File: src/rtl/proc_req_pkg.sv
// Shared types for the processor request sequencer: FSM state encoding and
// the buffered request entry.
package proc_req_pkg;

    localparam int unsigned REQ_ADDR_WID = 32;
    localparam int unsigned REQ_DATA_WID = 32;

    typedef enum logic [1:0] {
        IDLE  = 2'd0,
        ISSUE = 2'd1,
        WAIT  = 2'd2,
        RESP  = 2'd3
    } req_state_e;

    typedef struct packed {
        logic                    is_wr;
        logic [REQ_ADDR_WID-1:0] addr;
        logic [REQ_DATA_WID-1:0] wdata;
    } proc_req_t;

    function automatic logic is_request(input logic rd, input logic wr);
        return rd ^ wr;
    endfunction

    function automatic logic is_illegal(input logic rd, input logic wr);
        return rd & wr;
    endfunction

endpackage

File: src/rtl/req_fifo.sv
// Synchronous request FIFO; pointers wrap naturally since DEPTH is a power of 2.
module req_fifo #(
    parameter  int unsigned WIDTH = 8,
    parameter  int unsigned DEPTH = 2,
    localparam int unsigned PTR_W = $clog2(DEPTH),
    localparam int unsigned CNT_W = $clog2(DEPTH + 1)
) (
    input  logic             clk,
    input  logic             rst_n,
    input  logic             i_push,
    input  logic             i_pop,
    input  logic [WIDTH-1:0] i_wdata,
    output logic [WIDTH-1:0] o_rdata,
    output logic             o_full,
    output logic             o_empty,
    output logic [CNT_W-1:0] o_count
);

    logic [WIDTH-1:0] r_mem [DEPTH];
    logic [PTR_W-1:0] r_wr_ptr;
    logic [PTR_W-1:0] r_rd_ptr;
    logic [CNT_W-1:0] r_count;
    logic [CNT_W-1:0] w_count_nxt;
    logic             w_push_ok;
    logic             w_pop_ok;

    assign o_full    = (r_count == CNT_W'(DEPTH));
    assign o_empty   = (r_count == CNT_W'(0));
    assign o_count   = r_count;
    assign o_rdata   = r_mem[r_rd_ptr];
    assign w_push_ok = i_push && !o_full;
    assign w_pop_ok  = i_pop && !o_empty;

    // Occupancy after this cycle's push/pop.
    always_comb begin
        w_count_nxt = r_count;
        case ({w_push_ok, w_pop_ok})
            2'b10:   w_count_nxt = r_count + CNT_W'(1);
            2'b01:   w_count_nxt = r_count - CNT_W'(1);
            default: w_count_nxt = r_count;
        endcase
    end

    // Pointer and occupancy registers.
    always_ff @(posedge clk or negedge rst_n) begin
        if (!rst_n) begin
            r_wr_ptr <= {PTR_W{1'b0}};
            r_rd_ptr <= {PTR_W{1'b0}};
            r_count  <= {CNT_W{1'b0}};
        end else begin
            r_wr_ptr <= w_push_ok ? r_wr_ptr + PTR_W'(1) : r_wr_ptr;
            r_rd_ptr <= w_pop_ok  ? r_rd_ptr + PTR_W'(1) : r_rd_ptr;
            r_count  <= w_count_nxt;
        end
    end

    // Storage array; contents are don't-care until written.
    always_ff @(posedge clk) begin
        if (w_push_ok) begin
            r_mem[r_wr_ptr] <= i_wdata;
        end
    end

endmodule

File: src/rtl/proc_req_sequencer.sv
// Buffers processor requests and presents them one at a time to the cache
// controller, returning a done pulse (with read data) or a timeout abort.
module proc_req_sequencer
    import proc_req_pkg::*;
#(
    parameter int unsigned ADDR_WID    = 32,
    parameter int unsigned DATA_WID    = 32,
    parameter int unsigned FIFO_DEPTH  = 2,
    parameter int unsigned TIMEOUT_CYC = 255
) (
    input  logic                clk,
    input  logic                rst_n,
    input  logic                cpu_rd,
    input  logic                cpu_wr,
    input  logic [ADDR_WID-1:0] cpu_addr,
    input  logic [DATA_WID-1:0] cpu_wdata,
    output logic                cpu_ready,
    output logic                cpu_done,
    output logic [DATA_WID-1:0] cpu_rdata,
    output logic                cmd_rd,
    output logic                cmd_wr,
    output logic [ADDR_WID-1:0] address,
    output logic [DATA_WID-1:0] wdata,
    input  logic                ctrl_done,
    input  logic [DATA_WID-1:0] ctrl_rdata,
    output logic                err_timeout,
    output logic                err_illegal,
    output logic                busy
);

    localparam int unsigned CNT_W = $clog2(FIFO_DEPTH + 1);
    localparam int unsigned TO_W  = $clog2(TIMEOUT_CYC + 1);
    localparam int unsigned REQ_W = $bits(proc_req_t);

    req_state_e          r_state;
    req_state_e          w_state_nxt;
    proc_req_t           w_req_in;
    proc_req_t           w_head;
    logic [REQ_W-1:0]    w_head_bits;
    logic                w_push;
    logic                w_pop;
    logic                w_full;
    logic                w_empty;
    logic                w_to_hit;
    logic [CNT_W-1:0]    w_count;
    logic [CNT_W-1:0]    w_count_nxt;
    logic [TO_W-1:0]     r_tcnt;

    logic                r_cpu_ready,   w_cpu_ready_nxt;
    logic                r_cpu_done,    w_cpu_done_nxt;
    logic [DATA_WID-1:0] r_cpu_rdata,   w_cpu_rdata_nxt;
    logic                r_cmd_rd,      w_cmd_rd_nxt;
    logic                r_cmd_wr,      w_cmd_wr_nxt;
    logic [ADDR_WID-1:0] r_address,     w_address_nxt;
    logic [DATA_WID-1:0] r_wdata,       w_wdata_nxt;
    logic                r_err_timeout, w_err_timeout_nxt;
    logic                r_err_illegal, w_err_illegal_nxt;
    logic                r_busy,        w_busy_nxt;

    assign w_req_in.is_wr = cpu_wr;
    assign w_req_in.addr  = REQ_ADDR_WID'(cpu_addr);
    assign w_req_in.wdata = REQ_DATA_WID'(cpu_wdata);
    assign w_head         = proc_req_t'(w_head_bits);

    assign w_push   = r_cpu_ready && !w_full && is_request(cpu_rd, cpu_wr);
    assign w_pop    = (r_state == IDLE) && !w_empty;
    assign w_to_hit = (r_state == WAIT) && !ctrl_done && (r_tcnt == TO_W'(TIMEOUT_CYC));

    req_fifo #(
        .WIDTH (REQ_W),
        .DEPTH (FIFO_DEPTH)
    ) u_fifo (
        .clk     (clk),
        .rst_n   (rst_n),
        .i_push  (w_push),
        .i_pop   (w_pop),
        .i_wdata (w_req_in),
        .o_rdata (w_head_bits),
        .o_full  (w_full),
        .o_empty (w_empty),
        .o_count (w_count)
    );

    // Occupancy the FIFO will hold next cycle; cpu_ready and busy register it.
    always_comb begin
        w_count_nxt = w_count;
        case ({w_push, w_pop})
            2'b10:   w_count_nxt = w_count + CNT_W'(1);
            2'b01:   w_count_nxt = w_count - CNT_W'(1);
            default: w_count_nxt = w_count;
        endcase
    end

    // FSM state register.
    always_ff @(posedge clk or negedge rst_n) begin
        if (!rst_n) begin
            r_state <= IDLE;
        end else begin
            r_state <= w_state_nxt;
        end
    end

    // FSM next-state; ctrl_done wins over a coincident timeout.
    always_comb begin
        w_state_nxt = r_state;
        case (r_state)
            IDLE: begin
                if (!w_empty) begin
                    w_state_nxt = ISSUE;
                end else begin
                    w_state_nxt = IDLE;
                end
            end
            ISSUE: w_state_nxt = WAIT;
            WAIT: begin
                if (ctrl_done || w_to_hit) begin
                    w_state_nxt = RESP;
                end else begin
                    w_state_nxt = WAIT;
                end
            end
            RESP:    w_state_nxt = IDLE;
            default: w_state_nxt = IDLE;
        endcase
    end

    // FSM outputs: next values for every registered output.
    always_comb begin
        w_cmd_rd_nxt      = r_cmd_rd;
        w_cmd_wr_nxt      = r_cmd_wr;
        w_address_nxt     = r_address;
        w_wdata_nxt       = r_wdata;
        w_cpu_rdata_nxt   = r_cpu_rdata;
        w_cpu_done_nxt    = 1'b0;
        w_err_timeout_nxt = 1'b0;
        case (r_state)
            IDLE: begin
                if (!w_empty) begin
                    w_cmd_rd_nxt  = !w_head.is_wr;
                    w_cmd_wr_nxt  = w_head.is_wr;
                    w_address_nxt = ADDR_WID'(w_head.addr);
                    w_wdata_nxt   = w_head.is_wr ? DATA_WID'(w_head.wdata) : {DATA_WID{1'b0}};
                end else begin
                    w_cmd_rd_nxt  = 1'b0;
                    w_cmd_wr_nxt  = 1'b0;
                    w_address_nxt = {ADDR_WID{1'b0}};
                    w_wdata_nxt   = {DATA_WID{1'b0}};
                end
            end
            ISSUE: begin
                w_cpu_done_nxt = 1'b0;
            end
            WAIT: begin
                if (ctrl_done || w_to_hit) begin
                    w_cmd_rd_nxt      = 1'b0;
                    w_cmd_wr_nxt      = 1'b0;
                    w_address_nxt     = {ADDR_WID{1'b0}};
                    w_wdata_nxt       = {DATA_WID{1'b0}};
                    w_cpu_done_nxt    = 1'b1;
                    w_err_timeout_nxt = w_to_hit;
                    w_cpu_rdata_nxt   = (ctrl_done && r_cmd_rd) ? ctrl_rdata : {DATA_WID{1'b0}};
                end else begin
                    w_cpu_done_nxt    = 1'b0;
                end
            end
            RESP: begin
                w_cpu_done_nxt = 1'b0;
            end
            default: begin
                w_cmd_rd_nxt    = 1'b0;
                w_cmd_wr_nxt    = 1'b0;
                w_address_nxt   = {ADDR_WID{1'b0}};
                w_wdata_nxt     = {DATA_WID{1'b0}};
                w_cpu_rdata_nxt = {DATA_WID{1'b0}};
            end
        endcase
        w_cpu_ready_nxt   = (w_count_nxt < CNT_W'(FIFO_DEPTH));
        w_busy_nxt        = (w_count_nxt != CNT_W'(0)) || (w_state_nxt != IDLE);
        w_err_illegal_nxt = is_illegal(cpu_rd, cpu_wr);
    end

    // Output registers.
    always_ff @(posedge clk or negedge rst_n) begin
        if (!rst_n) begin
            r_cpu_ready   <= 1'b1;
            r_cpu_done    <= 1'b0;
            r_cpu_rdata   <= {DATA_WID{1'b0}};
            r_cmd_rd      <= 1'b0;
            r_cmd_wr      <= 1'b0;
            r_address     <= {ADDR_WID{1'b0}};
            r_wdata       <= {DATA_WID{1'b0}};
            r_err_timeout <= 1'b0;
            r_err_illegal <= 1'b0;
            r_busy        <= 1'b0;
        end else begin
            r_cpu_ready   <= w_cpu_ready_nxt;
            r_cpu_done    <= w_cpu_done_nxt;
            r_cpu_rdata   <= w_cpu_rdata_nxt;
            r_cmd_rd      <= w_cmd_rd_nxt;
            r_cmd_wr      <= w_cmd_wr_nxt;
            r_address     <= w_address_nxt;
            r_wdata       <= w_wdata_nxt;
            r_err_timeout <= w_err_timeout_nxt;
            r_err_illegal <= w_err_illegal_nxt;
            r_busy        <= w_busy_nxt;
        end
    end

    // Timeout counter: zeroed in ISSUE so it starts at 0 on the first WAIT cycle.
    always_ff @(posedge clk or negedge rst_n) begin
        if (!rst_n) begin
            r_tcnt <= {TO_W{1'b0}};
        end else begin
            case (r_state)
                ISSUE: r_tcnt <= {TO_W{1'b0}};
                WAIT: begin
                    if (!w_to_hit) begin
                        r_tcnt <= r_tcnt + TO_W'(1);
                    end else begin
                        r_tcnt <= r_tcnt;
                    end
                end
                default: r_tcnt <= {TO_W{1'b0}};
            endcase
        end
    end

    assign cpu_ready   = r_cpu_ready;
    assign cpu_done    = r_cpu_done;
    assign cpu_rdata   = r_cpu_rdata;
    assign cmd_rd      = r_cmd_rd;
    assign cmd_wr      = r_cmd_wr;
    assign address     = r_address;
    assign wdata       = r_wdata;
    assign err_timeout = r_err_timeout;
    assign err_illegal = r_err_illegal;
    assign busy        = r_busy;

endmodule

File: config.mk
export PLATFORM = sky130hd
export DESIGN_NAME = proc_req_sequencer
export DESIGN_NICKNAME = d
export VERILOG_FILES = /design/src/rtl/proc_req_pkg.sv /design/src/rtl/req_fifo.sv /design/src/rtl/proc_req_sequencer.sv
export SDC_FILE = /design/constraint.sdc
export NUM_CORES = 1
export LEC_CHECK = 0
export ABC_AREA = 1
export CAP_MARGIN = 0
export CORE_UTILIZATION = 33
export CTS_BUF_LIST = sky130_fd_sc_hd__clkbuf_2
export DETAILED_ROUTE_END_ITERATION = 12
export MAX_ROUTING_LAYER = met4
export SYNTH_ARGS = -nofsm -noshare
export SYNTH_HDL_FRONTEND = slang
export SYNTH_SLANG_ARGS = --single-unit
File: constraint.sdc
create_clock -name clk -period 4.78 [get_ports clk]
set_input_delay 0.478 -clock clk [delete_from_list [all_inputs] [get_ports clk]]
set_output_delay 0.478 -clock clk [all_outputs]
set_load 0.03 [all_outputs]
==> impl_metrics.ini, run 1 <==
[critical_path]
ff2ff_setup_slack_ns = 1.99
crit_type = register to register
cp-end-kind = register
arrival_ns = 3.43
rr_worst_depth = 10
r2r-start = r_state[0]$_DFF_PN0_
worstPathMaxFanout = 92
start_kind = register
critPathRequiredTime_ns = 5.41
rr_endpoint = wdata[26]$_DFFE_PN0P_

[place]
dp_hpwl_microns = 14000
post-place-ws_ns = 1.71
placed_cells = 1356
port_buffers = 203
routabilityCongestion = 0.755

[detailed_routing]
finalWirelength_microns = 23000
via_count = 6697
dr.pass1.iters = 5
routedWlPerCell_microns = 15.5
drc_errors = 0
detail-route-antenna-nets = 0
via_per_inst = 4.51
drtIter0Drc = 306

[logic_synthesis]
synth_nets = 922
syn-instance-count = 811
ys_dominant_reg_cell = edfxtp_1
yosysSeqAreaShare_pct = 71.4
ys_ff_latch = 247
synth_area_leaders = edfxtp_1 (41%), dfrtp_1 (30%), nand2_1 (11%), nand3_1 (3.8%), o211ai_1 (2.6%)
ys_types = 28
netlist_top_cells_count = nand2_1 (279), edfxtp_1 (130), dfrtp_1 (116), nand3_1 (72), o211ai_1 (33)
yosysTopAreaCell = edfxtp_1
syn_area_sq_um = 9570
synth-edff-count = 130
synth_most_common_cell = nand2_1
yosys_warnings = 0
synth_top_area_share_pct = 40.8
synthArstFlopShare_pct = 47.4
syn_area_per_cell_sq_um = 11.8

[clock_network]
cts_resized = 0
cts_inserted_buffers = 67
htreeDepth = 3
cts_buffer_depth = 3
clk_latency_ns = 0.79
cts_tree = done
clk_pin_slew_ns = 0.12
clockRootBuffer = clkbuf_2
cts.sinks = 247

[timing]
holdWs_ns = 0.247
rsz0062_at_grt = false
post-route-period-util_pct = 58.4
drv_slew = 0
tns_ns = 0
finalSetupViolations = 0
hold_violations = 0
max_slew_margin_pct = 27.6
fmax_ghz = 0.358
skew_ns = 0.0713
min_period_ns = 2.79
worst_slack_ns = 1.99
worst_pin_slew_ns = 1.09

[grt]
grt_start_max_net_pins = 93
grt_pass1_vias = 6813
antenna_found_initial = 3
grt_pass1_wl_microns = 35400
grt_overflow_total = 0
grt_usage_pct = 16.3

[finish]
multi_input_area_sq_um = 2420
finalNonFillerCells = 1484
syn_to_final_growth_pct = 31.7
drive_gt1_share_pct = 14.7
nets = 1159
nFillCells = 2650
regArea_sq_um = 6830
final_core_util_pct = 44.8

[floorplanning]
coreArea_sq_um = 28200
start_util_pct = 34.0
die_y_microns = 172
die_w_microns = 172
die-area_sq_um = 29700
rows = 61
pin_count = 204

[run_status]
status = completed

[min_path]
hp-start = cpu_addr[31]
hold_end = u_fifo.r_mem[0][63]$_DFFE_PP_
min_path_type = input pin to register
min_path_cells = 1

[power]
powerDensity_nw_per_um2 = 603
p_seq_share_pct = 40.8
p_switching_uw = 3010
ir_drop_v = 0.000313
cellLeakagePower_uw = 0.00536
clkPwrFrac_pct = 20.7
swShare_pct = 39.6
internal_power_uw = 4590
p_comb_share_pct = 38.5

[run]
drv_cap = 0
[how the worst max path moves through the flow]
| stage | start | end | cells past startpoint |
|---|---|---|---|
| after floorplan | cpu_rd | u_fifo.r_mem[1][0]$_DFFE_PP_ | 5 |
| after global placement | cpu_wr | u_fifo.r_mem[0][56]$_DFFE_PP_ | 7 |
| after detailed placement | cpu_wr | u_fifo.r_mem[0][46]$_DFFE_PP_ | 7 |
| after CTS | r_state[0]$_DFF_PN0_ | address[25]$_DFFE_PN0P_ | 10 |
| after global routing | r_state[0]$_DFF_PN0_ | wdata[17]$_DFFE_PN0P_ | 10 |
| final | r_state[0]$_DFF_PN0_ | wdata[26]$_DFFE_PN0P_ | 10 |
[repair_timing]
action | CTS | global route
setup buffers | 0 | 0
endpoints found under the hold margin | 74 | 0
hold buffers | 1 | 0
[placed cells by master, fill, tap and decap left out, types with 4 or more instances in the layout]
cell	count
clkbuf_2	93
clkinv_1	19
nand2_1	278
o211ai_1	33
dfrtp_1	115
nand3_1	72
clkinv_2	6
edfxtp_1	130
buf_4	8
inv_2	4
inv_1	21
nor2_1	8
clkdlybuf4s50_1	202
o21ai_0	18
o21ai_1	18
or2_2	32
ha_1	10
[metal layers]
| layer | part of all wire [%] | global-route usage (%) |
|---|---|---|
| met1 | 45 | 19.9 |
| met2 | 45 | 24.6 |
| met3 | 9.1 | 5.45 |
| met4 | 1.7 | 6.69 |
| met5 | 0 | - |
[state kept, by name, summed over array words and instances (netlist names)]
register / flops
address: 32
busy: 1
cmd_rd: 1
cmd_wr: 1
cpu_done: 1
cpu_rdata: 32
cpu_ready: 1
err_illegal: 1
err_timeout: 1
r_state: 2
r_tcnt: 8
u_fifo.o_count: 2
u_fifo.r_mem: 130
u_fifo.r_rd_ptr: 1
u_fifo.r_wr_ptr: 1
wdata: 32
[final cells by class]
cell class	count	area share (%)
antenna	3	0.0595
clock buffer	93	3.69
clock inverter	31	1.61
inverter	22	0.655
multi-input combinational	497	19.2
sequential	247	54.2
tap	378	3.75
timing repair buffer	213	16.8
[metrics by stage]
stage / power [uW] / instance area (sq um)
finish: 7600 / 12600
detailed placement: 6120 / 11900
CTS: 7740 / 12600
global placement: 6090 / 11900
global route: 8140 / 12600
floorplan: 4980 / 9570
[power by group through the flow]
stage	logic (uW)	clock network [uW]	registers, uW
final	2920	1570	3100
after global routing	3230	1760	3160
after CTS	2990	1650	3100
after detailed placement	2980	0	3140
after global placement	2950	0	3130
after floorplan	1270	0	3720
[worst max-delay path: stages (launching register included)]
cell,delay (ns)
dfrtp_1,0.37
inv_1,0.10
ha_1,0.41
nand2_1,0.09
nor2_1,0.19
nand2_4,0.12
nand2_4,0.09
nand2_4,0.47
buf_4,0.54
nand3_1,0.13
nand2_1,0.08
[cells by family after synthesis]
logic type               share of synthesized area [%]
AO/OA/AOI/OAI                                     5.18
XOR/XNOR                                         0.458
adder cells (fa/ha/maj)                           1.31
buffers and inverters                             3.57
flip-flops                                        71.4
multiplexers                                     0.105
AND/OR/NAND/NOR                                   18.0
Note: power is estimated with default switching activity, not from simulation.
==> run 2, diff against run 1 <==
clock period = 2.62 ns   (was 4.78 ns; I/O delays follow)
==> impl_metrics.ini, run 2 (same netlist as run 1, synthesis figures left out) <==
[critical_path]
crit_chain = clkdlybuf4s50_1
ff2ff_setup_slack_ns = 0.59
path_depth = 1
rr_worst_depth = 9
rr_endpoint = cpu_rdata[22]$_DFFE_PN0P_
start_kind = register
slowest_stage = clkdlybuf4s50_1
crit_family = buffers and inverters
r2r-start = r_tcnt[0]$_DFFE_PN0P_
worstPathMaxFanout = 2
max_stage_delay_ns = 0.66
crit_type = register to output pin
arrival_ns = 2.01
critical_path_buf_inv_count = 1
cp-end-kind = output pin
critPathRequiredTime_ns = 2.36

[detailed_routing]
dr.pass1.iters = 4
finalWirelength_microns = 24500
drc_errors = 0
routedWlPerCell_microns = 15.6
drtIter0Drc = 312
via_count = 7064
detail-route-antenna-nets = 0
via_per_inst = 4.50

[floorplanning]
rows = 61
die-area_sq_um = 29700
coreArea_sq_um = 28200
pin_count = 204
start_util_pct = 34.0
die_y_microns = 172
die_w_microns = 172

[timing]
drv_slew = 0
hold_violations = 0
max_slew_margin_pct = 70.0
min_period_ns = 2.27
fmax_ghz = 0.441
skew_ns = 0.0676
worst_pin_slew_ns = 0.448
rsz0062_at_grt = false
post-route-period-util_pct = 86.6
finalSetupViolations = 0

[finish]
largest_register_ffs = 130
syn_to_final_growth_pct = 40.8
final_cell_mix = nand2_1 (278), clkdlybuf4s50_1 (202), edfxtp_1 (130), dfrtp_1 (115), clkbuf_2 (106)
regMostFlops = u_fifo.r_mem
nets = 1248
regArea_sq_um = 6830
multi_input_area_sq_um = 2420
mostFrequentLayoutCell = nand2_1
finalNonFillerCells = 1571
final_area_sq_um = 13500
nFillCells = 2605
drive_gt1_share_pct = 15.4

[grt]
grt_overflow_total = 0
grt_pass1_wl_microns = 37500
antenna_found_initial = 2
grt_pass1_vias = 7004
grt_start_max_net_pins = 85
grt_usage_pct = 17.3

[clock_network]
cts_resized = 0
cts_buffer_depth = 3
clockRootBuffer = clkbuf_2
hold_buffers = 78
cts.sinks = 247
htreeDepth = 3
clk_pin_slew_ns = 0.10
cts_inserted_buffers = 67
cts_setup_buffers = 0
clk_latency_ns = 0.83
cts_tree = done

[run_status]
status = completed

[power]
powerDensity_nw_per_um2 = 1040
cellLeakagePower_uw = 0.00575
ir_drop_v = 0.000587
totalPowerFinal_uw = 14000

[place]
dp_hpwl_microns = 15100
routabilityCongestion = 0.748
dpl-instance-area_sq_um = 12000
placed_cells = 1367
port_buffers = 203

[min_path]
min_path_type = input pin to register
hp-start = cpu_addr[29]
min_path_cells = 1
hold_end = u_fifo.r_mem[1][61]$_DFFE_PP_

[run]
drv_cap = 0
[run 2: final cells by class]
type,count,share of cell area [%]
tap,378,3.51
timing repair buffer,302,22.5
sequential,247,50.7
multi-input combinational,497,18.0
inverter,22,0.613
clock inverter,17,0.687
antenna,2,0.0371
clock buffer,106,3.94
[run 2: report_power, final]
| part | internal (uW) | switching (uW) |
|---|---|---|
| clock | 1090 | 1620 |
| combinational | 2080 | 3500 |
| sequential | 5210 | 519 |
[run 2: worst max path at each step]
stage | start | endpoint | slack [ns]
after floorplan | cpu_ready$_DFF_PN1_ | u_fifo.r_mem[1][0]$_DFFE_PP_ | -0.49
after global placement | cpu_wr | u_fifo.r_mem[0][47]$_DFFE_PP_ | 0.34
after detailed placement | cpu_wr | u_fifo.r_mem[1][47]$_DFFE_PP_ | 0.32
after CTS | cpu_ready$_DFF_PN1_ | cpu_ready | 0.24
after global routing | wdata[1]$_DFFE_PN0P_ | wdata[1] | 0.22
final | cpu_ready$_DFF_PN1_ | cpu_ready | 0.35
[run 2: stage by stage]
stage	TNS, ns	setup WS (ns)	hold WS (ns)	utilization (%)
floorplan	-62.26	-0.486	-0.0336	-
global placement	0	0.342	0.301	42.8
finish	0	0.352	0.0866	47.8
detailed placement	0	0.318	0.302	42.8
CTS	0	0.241	0.00183	47.8
global route	0	0.221	0.00300	47.8
[run 2: layer usage]
metal,part of all wire (%),vias up,global-route usage [%]
li1,-,3453,-
met5,0,-,-
met2,46,245,27.2
met3,7.8,31,4.44
met1,44,3335,21.3
met4,1.4,0,6.93
==> run 3, diff against run 2 <==
CORE_MARGIN = 2   (was not set)
==> impl_metrics.ini, run 3 (same netlist as run 1, synthesis figures left out) <==
[place]
port_buffers = 203
routabilityCongestion = 0.782
dp_hpwl_microns = 14100
placed_cells = 1369

[detailed_routing]
via_per_inst = 4.51
finalWirelength_microns = 23200
detail-route-antenna-nets = 0
dr.pass1.iters = 5
via_count = 6932
routedWlPerCell_microns = 15.1
drc_errors = 0
drtIter0Drc = 322

[run_status]
status = completed

[min_path]
min_path_type = input pin to register
hp-start = ctrl_rdata[26]
hold_end = cpu_rdata[26]$_DFFE_PN0P_
min_path_cells = 3

[clock_network]
cts_buffer_depth = 3
clk_latency_ns = 0.75
htreeDepth = 3
clockRootBuffer = clkbuf_2
cts_setup_buffers = 0
cts_inserted_buffers = 66
clk_pin_slew_ns = 0.09
cts_tree = done
cts.sinks = 247
cts_resized = 0

[critical_path]
rr_endpoint = cpu_rdata[2]$_DFFE_PN0P_
start_kind = register
max_stage_delay_ns = 0.69
crit_type = register to output pin
cp-startpoint = cpu_ready$_DFF_PN1_
critPathRequiredTime_ns = 2.36
ff2ff_setup_slack_ns = 0.50
r2r-start = r_state[0]$_DFF_PN0_
rr_worst_depth = 10
slowest_stage = clkdlybuf4s50_1
worstPathMaxFanout = 2
arrival_ns = 1.93
critical_path_buf_inv_count = 1
cp-end-kind = output pin
crit_chain = clkdlybuf4s50_1
crit_family = buffers and inverters

[finish]
regMostFlops = u_fifo.r_mem
finalNonFillerCells = 1538
mostFrequentLayoutCell = nand2_1
nets = 1212
drive_gt1_share_pct = 14.9
largest_register_ffs = 130
final_cell_mix = nand2_1 (278), clkdlybuf4s50_1 (202), edfxtp_1 (130), dfrtp_1 (115), clkbuf_2 (97)
syn_to_final_growth_pct = 37.5

[timing]
skew_ns = 0.0557
finalSetupViolations = 0
tns_ns = 0
fmax_ghz = 0.455
post-route-period-util_pct = 83.8
max_slew_margin_pct = 50.8
holdWs_ns = 0.114
drv_slew = 0
rsz0062_at_grt = false
min_period_ns = 2.20
worst_pin_slew_ns = 0.739
hold_violations = 0

[floorplanning]
pin_count = 204
coreArea_sq_um = 28600
start_util_pct = 33.4
die-area_sq_um = 30400
rows = 62
die_w_microns = 174
die_y_microns = 174

[grt]
grt_start_max_net_pins = 67
grt_usage_pct = 16.0
grt_pass1_vias = 7197
grt_overflow_total = 0
grt_pass1_wl_microns = 37300
antenna_found_initial = 2

[run]
drv_cap = 0

[power]
powerDensity_nw_per_um2 = 1050
ir_drop_v = 0.000550
cellLeakagePower_uw = 0.00560
run 3: report_power, final:
group | switching, uW | total (uW) | internal, uW
sequential | 450 | 5660 | 5210
clock | 1540 | 2640 | 1100
combinational | 3470 | 5520 | 2060
run 3: cell type report:
type                            instances  area, sq um
Clock inverter                         22          118
Multi-Input combinational cell        497         2420
Fill cell                            2674        15500
Clock buffer                           97          485
Timing Repair Buffer                  267         2740
Sequential cell                       247         6830
Antenna cell                            2         5.00
Inverter                               22         82.6
Tap cell                              384          480
run 3: timing repair:
item,CTS,global route
hold endpoints to repair,182,0
setup endpoints to repair,0,0
hold buffers,48,0
run 3: metrics by stage:
step | setup WS, ns | utilization [%] | total power, uW | cell area (sq um)
6_report | 0.424 | 46.0 | 13800 | 13200
5_1_grt | 0.226 | 46.0 | 14800 | 13200
3_3_place_gp | 0.315 | 42.1 | 11200 | 12100
2_1_floorplan | -0.486 | - | 9080 | 9580
4_1_cts | 0.302 | 46.0 | 14100 | 13200
3_5_place_dp | 0.278 | 42.1 | 11300 | 12100
run 3: worst max-delay path by stage:
| stage | endpoint | slack [ns] | cells after the start |
|---|---|---|---|
| floorplan | u_fifo.r_mem[1][0]$_DFFE_PP_ | -0.49 | 4 |
| CTS | cpu_ready | 0.30 | 1 |
| finish | cpu_ready | 0.42 | 1 |
| global placement | u_fifo.r_mem[0][49]$_DFFE_PP_ | 0.32 | 7 |
| detailed placement | u_fifo.r_mem[0][49]$_DFFE_PP_ | 0.28 | 7 |
| global route | cpu_rdata[0]$_DFFE_PN0P_ | 0.23 | 10 |
run 3: tightest hold or removal path, stage by stage:
cell and delay [ns]:
clkdlybuf4s50_1 0.39, nand2_1 0.06, o21ai_0 0.07
run 3: metal layers:
metal  vias up  GRT usage [%]  wire length (microns)
met4         0           5.08                    359
met2       221           25.2                  10900
li1       3376              -                      -
met3        40           4.35                   1530
met5         -              -                      0
met1      3295           20.2                  10400
